## config.mk

```make
export PLATFORM = sky130hd
export DESIGN_NAME = rename_map_table_flat
export DESIGN_NICKNAME = d
export VERILOG_FILES = /design/src/rtl/rename_map_table_if.sv /design/src/rtl/rename_map_table.sv /design/src/flat_wrapper.sv
export SDC_FILE = /design/constraint.sdc
export NUM_CORES = 2
export LEC_CHECK = 0
export ABC_AREA = 1
export BUFFER_PORTS_ARGS = -buffer_cell sky130_fd_sc_hd__buf_4
export CORE_ASPECT_RATIO = 0.75
export CORE_MARGIN = 2
export CORE_UTILIZATION = 43
export DETAILED_ROUTE_END_ITERATION = 10
export PLACE_DENSITY_LB_ADDON = 0.12
export REMOVE_ABC_BUFFERS = 1
export SLEW_MARGIN = 10
export SYNTH_ARGS = -nofsm -noshare
export SYNTH_HDL_FRONTEND = slang
export SYNTH_SLANG_ARGS = --single-unit
```

## constraint.sdc

```tcl
create_clock -name clk -period 13.5 [get_ports clk]
set_input_delay 2.7 -clock clk [delete_from_list [all_inputs] [get_ports clk]]
set_output_delay 2.7 -clock clk [all_outputs]
set_load 0.05 [all_outputs]
```

## src/rtl/rename_map_table_if.sv

```systemverilog
// Rename-stage bundle between the decoder/free list and the register alias table.
// The master drives decoded instructions and the free-list head; the slave returns the renamed result.
interface rename_map_table_if #(
  parameter int AW     = 5,
  parameter int PHYS_W = 8
);
  logic              in_valid;
  logic              in_ready;
  logic [6:0]        opcode;
  logic [AW-1:0]     rs1;
  logic [AW-1:0]     rs2;
  logic [AW-1:0]     rd;
  logic              free_valid;
  logic [PHYS_W-1:0] free_tag;
  logic              free_pop;
  logic              out_valid;
  logic [PHYS_W-1:0] out_ps1;
  logic [PHYS_W-1:0] out_ps2;
  logic [PHYS_W-1:0] out_pd;
  logic [PHYS_W-1:0] out_old_pd;

  modport master (
    output in_valid, opcode, rs1, rs2, rd, free_valid, free_tag,
    input  in_ready, free_pop, out_valid, out_ps1, out_ps2, out_pd, out_old_pd
  );

  modport slave (
    input  in_valid, opcode, rs1, rs2, rd, free_valid, free_tag,
    output in_ready, free_pop, out_valid, out_ps1, out_ps2, out_pd, out_old_pd
  );
endinterface

```

## src/rtl/rename_map_table.sv

```systemverilog
// Register alias table: renames one instruction per cycle, allocates destination tags from
// the free list and keeps NUM_CKPT snapshots of the map for branch recovery.
module rename_map_table #(
  parameter int                NUM_ARCH  = 32,
  parameter int                PHYS_W    = 8,
  parameter int                NUM_CKPT  = 8,
  parameter logic [PHYS_W-1:0] NOSRC_TAG = PHYS_W'(254),
  parameter logic [PHYS_W-1:0] NORD_TAG  = PHYS_W'(255),
  localparam int               AW        = $clog2(NUM_ARCH),
  localparam int               CW        = $clog2(NUM_CKPT)
) (
  input  logic                 clk,
  input  logic                 reset,
  rename_map_table_if.slave    rn,
  input  logic                 ckpt_save,
  input  logic [CW-1:0]        ckpt_save_id,
  input  logic                 ckpt_restore,
  input  logic [CW-1:0]        ckpt_restore_id,
  input  logic                 ckpt_release,
  input  logic [CW-1:0]        ckpt_release_id,
  output logic [NUM_CKPT-1:0]  ckpt_valid,
  output logic                 restore_err
);

  localparam logic [6:0] OP_LOAD   = 7'b0000011;
  localparam logic [6:0] OP_IMM    = 7'b0010011;
  localparam logic [6:0] OP_AUIPC  = 7'b0010111;
  localparam logic [6:0] OP_STORE  = 7'b0100011;
  localparam logic [6:0] OP_LUI    = 7'b0110111;
  localparam logic [6:0] OP_BRANCH = 7'b1100011;
  localparam logic [6:0] OP_JALR   = 7'b1100111;
  localparam logic [6:0] OP_JAL    = 7'b1101111;

  logic [PHYS_W-1:0]   map_q    [NUM_ARCH];
  logic [PHYS_W-1:0]   map_next [NUM_ARCH];
  logic [PHYS_W-1:0]   ckpt_mem [NUM_CKPT][NUM_ARCH];
  logic [NUM_CKPT-1:0] ckpt_valid_q;
  logic [NUM_CKPT-1:0] ckpt_valid_d;

  logic                needs_rd;
  logic                ready_d;
  logic                fire;
  logic                restore_ok;
  logic                save_en;
  logic [PHYS_W-1:0]   ps1_d;
  logic [PHYS_W-1:0]   ps2_d;

  logic                out_valid_q;
  logic [PHYS_W-1:0]   out_ps1_q;
  logic [PHYS_W-1:0]   out_ps2_q;
  logic [PHYS_W-1:0]   out_pd_q;
  logic [PHYS_W-1:0]   out_old_pd_q;
  logic                restore_err_q;

  // NOTE: every always_comb output gets a default first so no path leaves it unassigned (no latch).
  always_comb begin
    needs_rd   = (rn.opcode != OP_BRANCH) && (rn.opcode != OP_STORE) && (rn.rd != '0);
    ready_d    = !ckpt_restore && (rn.free_valid || !needs_rd);
    fire       = rn.in_valid && ready_d;
    restore_ok = ckpt_restore && ckpt_valid_q[ckpt_restore_id];
    // A restore request of either outcome supersedes a concurrent save.
    save_en    = ckpt_save && !ckpt_restore;

    ps1_d = map_q[rn.rs1];
    ps2_d = map_q[rn.rs2];
    case (rn.opcode)
      OP_JALR, OP_LOAD, OP_IMM: ps2_d = NOSRC_TAG;
      OP_LUI, OP_AUIPC, OP_JAL: begin
        ps1_d = '0;
        ps2_d = NOSRC_TAG;
      end
      default: ;
    endcase

    // x0 is excluded by needs_rd, so entry 0 never changes.
    map_next = map_q;
    if (fire && needs_rd) map_next[rn.rd] = rn.free_tag;

    // Restore keeps only its own slot, then release clears, then save sets (save wins).
    ckpt_valid_d = ckpt_valid_q;
    if (restore_ok)   ckpt_valid_d = ckpt_valid_q & (NUM_CKPT'(1) << ckpt_restore_id);
    if (ckpt_release) ckpt_valid_d[ckpt_release_id] = 1'b0;
    if (save_en)      ckpt_valid_d[ckpt_save_id] = 1'b1;
  end

  // NOTE: sequential state is written with non-blocking assignments only, so every flop samples pre-edge values.
  always_ff @(posedge clk or posedge reset) begin
    if (reset) begin
      for (int i = 0; i < NUM_ARCH; i++) map_q[i] <= PHYS_W'(i);
      ckpt_valid_q  <= '0;
      out_valid_q   <= 1'b0;
      out_ps1_q     <= '0;
      out_ps2_q     <= '0;
      out_pd_q      <= NORD_TAG;
      out_old_pd_q  <= NORD_TAG;
      restore_err_q <= 1'b0;
    end else begin
      if (restore_ok) map_q <= ckpt_mem[ckpt_restore_id];
      else            map_q <= map_next;
      ckpt_valid_q  <= ckpt_valid_d;
      out_valid_q   <= fire;
      restore_err_q <= ckpt_restore && !ckpt_valid_q[ckpt_restore_id];
      if (fire) begin
        out_ps1_q    <= ps1_d;
        out_ps2_q    <= ps2_d;
        out_pd_q     <= needs_rd ? rn.free_tag : NORD_TAG;
        out_old_pd_q <= needs_rd ? map_q[rn.rd] : NORD_TAG;
      end
    end
  end

  // NOTE: snapshot storage is deliberately not reset; ckpt_valid_q guards every read of it.
  always_ff @(posedge clk) begin
    if (save_en) ckpt_mem[ckpt_save_id] <= map_next;
  end

  assign rn.in_ready   = ready_d;
  assign rn.free_pop   = fire && needs_rd;
  assign rn.out_valid  = out_valid_q;
  assign rn.out_ps1    = out_ps1_q;
  assign rn.out_ps2    = out_ps2_q;
  assign rn.out_pd     = out_pd_q;
  assign rn.out_old_pd = out_old_pd_q;
  assign ckpt_valid    = ckpt_valid_q;
  assign restore_err   = restore_err_q;

endmodule
```

## src/flat_wrapper.sv

```systemverilog
// flat-port wrapper written by rule: the top's interface ports become plain ports
module rename_map_table_flat 
#(
  parameter int                NUM_ARCH  = 32,
  parameter int                PHYS_W    = 8,
  parameter int                NUM_CKPT  = 8,
  parameter logic [PHYS_W-1:0] NOSRC_TAG = PHYS_W'(254),
  parameter logic [PHYS_W-1:0] NORD_TAG  = PHYS_W'(255),
  localparam int               AW        = $clog2(NUM_ARCH),
  localparam int               CW        = $clog2(NUM_CKPT)
)
  (clk, reset, ckpt_save, ckpt_save_id, ckpt_restore, ckpt_restore_id, ckpt_release, ckpt_release_id, ckpt_valid, restore_err, rn_in_valid, rn_opcode, rn_rs1, rn_rs2, rn_rd, rn_free_valid, rn_free_tag, rn_in_ready, rn_free_pop, rn_out_valid, rn_out_ps1, rn_out_ps2, rn_out_pd, rn_out_old_pd);
  rename_map_table_if #(.PHYS_W(PHYS_W)) rn_i ();
  input  logic clk;
  input  logic reset;
  input  logic ckpt_save;
  input  logic [CW-1:0] ckpt_save_id;
  input  logic ckpt_restore;
  input  logic [CW-1:0] ckpt_restore_id;
  input  logic ckpt_release;
  input  logic [CW-1:0] ckpt_release_id;
  output logic [NUM_CKPT-1:0] ckpt_valid;
  output logic restore_err;
  input wire logic [$bits(rn_i.in_valid)-1:0] rn_in_valid;
  input wire logic [$bits(rn_i.opcode)-1:0] rn_opcode;
  input wire logic [$bits(rn_i.rs1)-1:0] rn_rs1;
  input wire logic [$bits(rn_i.rs2)-1:0] rn_rs2;
  input wire logic [$bits(rn_i.rd)-1:0] rn_rd;
  input wire logic [$bits(rn_i.free_valid)-1:0] rn_free_valid;
  input wire logic [$bits(rn_i.free_tag)-1:0] rn_free_tag;
  output wire logic [$bits(rn_i.in_ready)-1:0] rn_in_ready;
  output wire logic [$bits(rn_i.free_pop)-1:0] rn_free_pop;
  output wire logic [$bits(rn_i.out_valid)-1:0] rn_out_valid;
  output wire logic [$bits(rn_i.out_ps1)-1:0] rn_out_ps1;
  output wire logic [$bits(rn_i.out_ps2)-1:0] rn_out_ps2;
  output wire logic [$bits(rn_i.out_pd)-1:0] rn_out_pd;
  output wire logic [$bits(rn_i.out_old_pd)-1:0] rn_out_old_pd;
  assign rn_i.in_valid = rn_in_valid;
  assign rn_i.opcode = rn_opcode;
  assign rn_i.rs1 = rn_rs1;
  assign rn_i.rs2 = rn_rs2;
  assign rn_i.rd = rn_rd;
  assign rn_i.free_valid = rn_free_valid;
  assign rn_i.free_tag = rn_free_tag;
  assign rn_in_ready = rn_i.in_ready;
  assign rn_free_pop = rn_i.free_pop;
  assign rn_out_valid = rn_i.out_valid;
  assign rn_out_ps1 = rn_i.out_ps1;
  assign rn_out_ps2 = rn_i.out_ps2;
  assign rn_out_pd = rn_i.out_pd;
  assign rn_out_old_pd = rn_i.out_old_pd;
  rename_map_table #(.NUM_ARCH(NUM_ARCH), .PHYS_W(PHYS_W), .NUM_CKPT(NUM_CKPT), .NOSRC_TAG(NOSRC_TAG), .NORD_TAG(NORD_TAG)) u_core (.clk(clk), .reset(reset), .rn(rn_i), .ckpt_save(ckpt_save), .ckpt_save_id(ckpt_save_id), .ckpt_restore(ckpt_restore), .ckpt_restore_id(ckpt_restore_id), .ckpt_release(ckpt_release), .ckpt_release_id(ckpt_release_id), .ckpt_valid(ckpt_valid), .restore_err(restore_err));
endmodule
```

==> metrics list <==
- Broken down by cell family, the worst path's largest delay share belongs to buffers and inverters.
* Synth async-reset ratio: 0.127
* Final number of setup-violating endpoints: 0
- The number of placed instances, taps included, is 11800.
- Worst-Margin Slew: 1.29 ns
- Worst path slowest cell: buf_12
- H-tree depth reported by CTS: 4
* Wire length of the first global-routing pass: 487000 µm
- The floorplan step set the die width to 559 µm.
- Data required time at the worst endpoint: 10.80 ns
* CTS tree: built
- The first detailed-routing pass took 9 iterations.
- CTS hold repair buffers: 0
- Leading cell type in the layout, fill and taps excluded: nand2_1
* Wire per inst: 27.8 µm
* Cell repeated most along the worst path: buf_4
- In the routed design, unresolved DRC markers number 0.
* Syn avg cell area: 11.0 µm²
* Worst-case clock buffer depth: 4
* Maximum clock rate: 135 MHz
* Overall overflow remaining after global route: 0
- Gr usage total: 0.283
* CP endpoint kind: output port
* Final setup skew: 0.0493 ns
* Final hold slack: 0.507 ns
- Post-CTS setup buffers: 0
- In this design, the stage delay of the slowest critical-path cell is 0.34 ns.
- Final Critical Period: 7.38 ns
* CP startpoint kind: input port
* Maximum Capacitance Violations: 0
- For this design the ratio of total power to cell area is 160 nW/µm².
- Layout area overhead: 11.0%
- The die covers 235000 µm².
- Depth of the worst register-to-register path: 8
* Combined area of all synthesized cells: 99500 µm²
- Die boundary height: 421 µm
- Counting both buffers and inverters, the worst setup path holds a total of 4.
- Final RePlAce weighted congestion: 0.854
* Most frequently used flop master after synthesis: edfxtp_1
* Commonest non-fill, non-tap cells in the layout: nand2_1, edfxtp_1, nand3_1, o21ai_0, a21oi_1
- Number of placement rows: 152
- Worst reg2reg path startpoint: u_core.ckpt_valid[4]
* Number of nets with antenna violations after detailed routing: 0
- The number of pins with negative max-slew slack in the final report was 0.
* Via count: 71700
- Entering global routing, the biggest net connects 195 pins.
- Layout Utilization: 0.481
- Status: complete, no violations
- Maximum VDD drop: 0.113 mV
- Clock tree root driver cell: clkbuf_16
* End point of the critical path: rn_free_pop
- After technology mapping, the gate count stands at 9075.
- Yosys mapped a number of flops with a built-in enable equal to 2048.
- The via count of the first global-routing pass is 67400.
* Critical path arrival: 4.68 ns
* Drt total wl: 339000 µm
- In the routed layout, each cell is associated on average with a via count of 5.87.
* Register-to-register path setup slack: 9.95 ns
- TritonCTS created 230 clock buffers.
- Dpl hpwl: 180000 µm
- The core region is 229000 µm².
- Of the cells placed in the final design, the portion with a size suffix greater than 1 is 0.0787.
- After clock tree synthesis, the clock-pin slew on the worst setup and hold paths is 0.06 ns.
- Hold Violations, Final: 0
* Pre-CTS setup slack: 6.15 ns
- Max FO, Critical Path: 46
- The share of the Yosys chip area taken by registers is 0.694.
* Count of distinct cell types in the synthesized netlist: 37
- The number of antenna violations at the first check in global routing came to 17.
- Flop and latch count out of synthesis: 2346
- PortBufs: 89
* CP Launch Point: rn_rd[0]
* Setup repair after global routing missed its margin: no
- The later pin in the worst-skew pair is clocked with a latency of 0.89 ns.
- RR Endpoint: u_core.map_q[175]
- Cell chain of the critical path: buf_4, nor2_4, buf_12, nand3_1, nand3_1, nand3_2, buf_4, nor2_4, buf_4
- Fill cell count: 20500
* Number of gates resized after cts: 0
- At the end of the flow, the number of nets in the layout was 8990.
* Worst min-delay path class: reg2reg
- Starting density of the core: 0.434
- Yosys printed 0 warnings.
* Total power consumption of the routed design: 0.0177 W
* Critical path class: in2out
- WP depth: 9
* Worst rel slew slack: 0.131
- Number of DRC violations after detailed-routing iteration 0: 9558
* Final critical-path share of the clock period: 0.547
- Counting every sink on the clock net gives 2346.
* I/O Pins: 90
- Once layout is complete, the cells apart from fillers number 12200.
- Summed over all cells, the static leakage comes to 39.8 nW.
- Smallest setup slack after layout: 6.12 ns
[synthesized netlist by cell type (28+ instances only)]
master / count / area, µm²
nand2_1: 3326 / 12500
edfxtp_1: 2048 / 61500
nand3_1: 694 / 3470
o21ai_0: 558 / 2790
clkbuf_1: 432 / 1620
a21oi_1: 311 / 1560
inv_1: 296 / 1110
o21ai_1: 243 / 1220
dfrtp_1: 202 / 5050
a41oi_1: 194 / 1700
a22o_1: 193 / 1690
buf_2: 115 / 576
o211ai_1: 100 / 751
dfstp_2: 96 / 2520
nor2_1: 87 / 327
buf_1: 48 / 180
o22ai_1: 40 / 250
nand4_1: 28 / 175
[cell type report]
type | instances | area (µm²) | area share
Antenna cell | 8 | 20.0 | 0.000181
Clock buffer | 325 | 6400 | 0.0579
Clock inverter | 100 | 841 | 0.00761
Inverter | 306 | 1170 | 0.0106
Multi-Input combinational cell | 5827 | 27000 | 0.245
Sequential cell | 2346 | 69100 | 0.626
Tap cell | 3080 | 3850 | 0.0349
Timing Repair Buffer | 233 | 2040 | 0.0185
[worst min-delay path by stage]
| stage | to | cells after the start | startpoint |
|---|---|---|---|
| 2_1_floorplan | u_core.map_q[120] | 4 | u_core.ckpt_mem[3][120] |
| 3_3_place_gp | u_core.rn.out_pd[2] | 1 | u_core.rn.out_pd[2] |
| 3_5_place_dp | u_core.rn.out_pd[2] | 1 | u_core.rn.out_pd[2] |
| 4_1_cts | u_core.rn.out_pd[2] | 1 | u_core.rn.out_pd[2] |
| 5_1_grt | u_core.rn.out_pd[0] | 1 | u_core.rn.out_pd[0] |
| 6_report | u_core.rn.out_pd[1] | 1 | u_core.rn.out_pd[1] |
[worst register-to-register path: cells and delay by family (launching register included)]
family	cells	cell delay (ns)
AO/OA/AOI/OAI	1	0.22
AND/OR/NAND/NOR	5	1.27
buffers and inverters	2	1.63
flip-flops	1	0.41
[layer usage]
layer / vias to the layer above / global-route usage / routed length (µm)
li1: 31700 / - / -
met1: 35600 / 0.409 / 145000
met2: 3840 / 0.426 / 147000
met3: 617 / 0.0597 / 34400
met4: 18 / 0.0971 / 12100
met5: - / 0 / 109
[cell families (layout without fill, tap and decap cells)]
group,count (synthesis),in the layout,share of synthesized area
AND/OR/NAND/NOR,4174,4174,0.169
other,0,8,0
AO/OA/AOI/OAI,1653,1653,0.101
flip-flops,2346,2346,0.694
buffers and inverters,902,964,0.0355
[power breakdown]
| part | internal [W] | leakage [nW] | total, W | switching (W) |
|---|---|---|---|---|
| clock | 0.00355 | 3.55 | 0.00632 | 0.00276 |
| sequential | 0.00873 | 22.3 | 0.00897 | 0.000245 |
| combinational | 0.000561 | 14.0 | 0.00242 | 0.00186 |
[flip-flops by register name, indices dropped and copies added (netlist names)]
name / count
u_core.ckpt_mem: 2048
u_core.ckpt_valid: 8
u_core.map_q: 256
u_core.restore_err: 1
u_core.rn.out_old_pd: 8
u_core.rn.out_pd: 8
u_core.rn.out_ps1: 8
u_core.rn.out_ps2: 8
u_core.rn.out_valid: 1
[per-stage QoR]
step	TNS (ns)	area, µm²
6_report	0	110000
5_1_grt	0	110000
4_1_cts	0	110000
3_5_place_dp	0	103000
3_3_place_gp	0	103000
2_1_floorplan	-9999.20	97100
(Power assumes the default switching activity.)
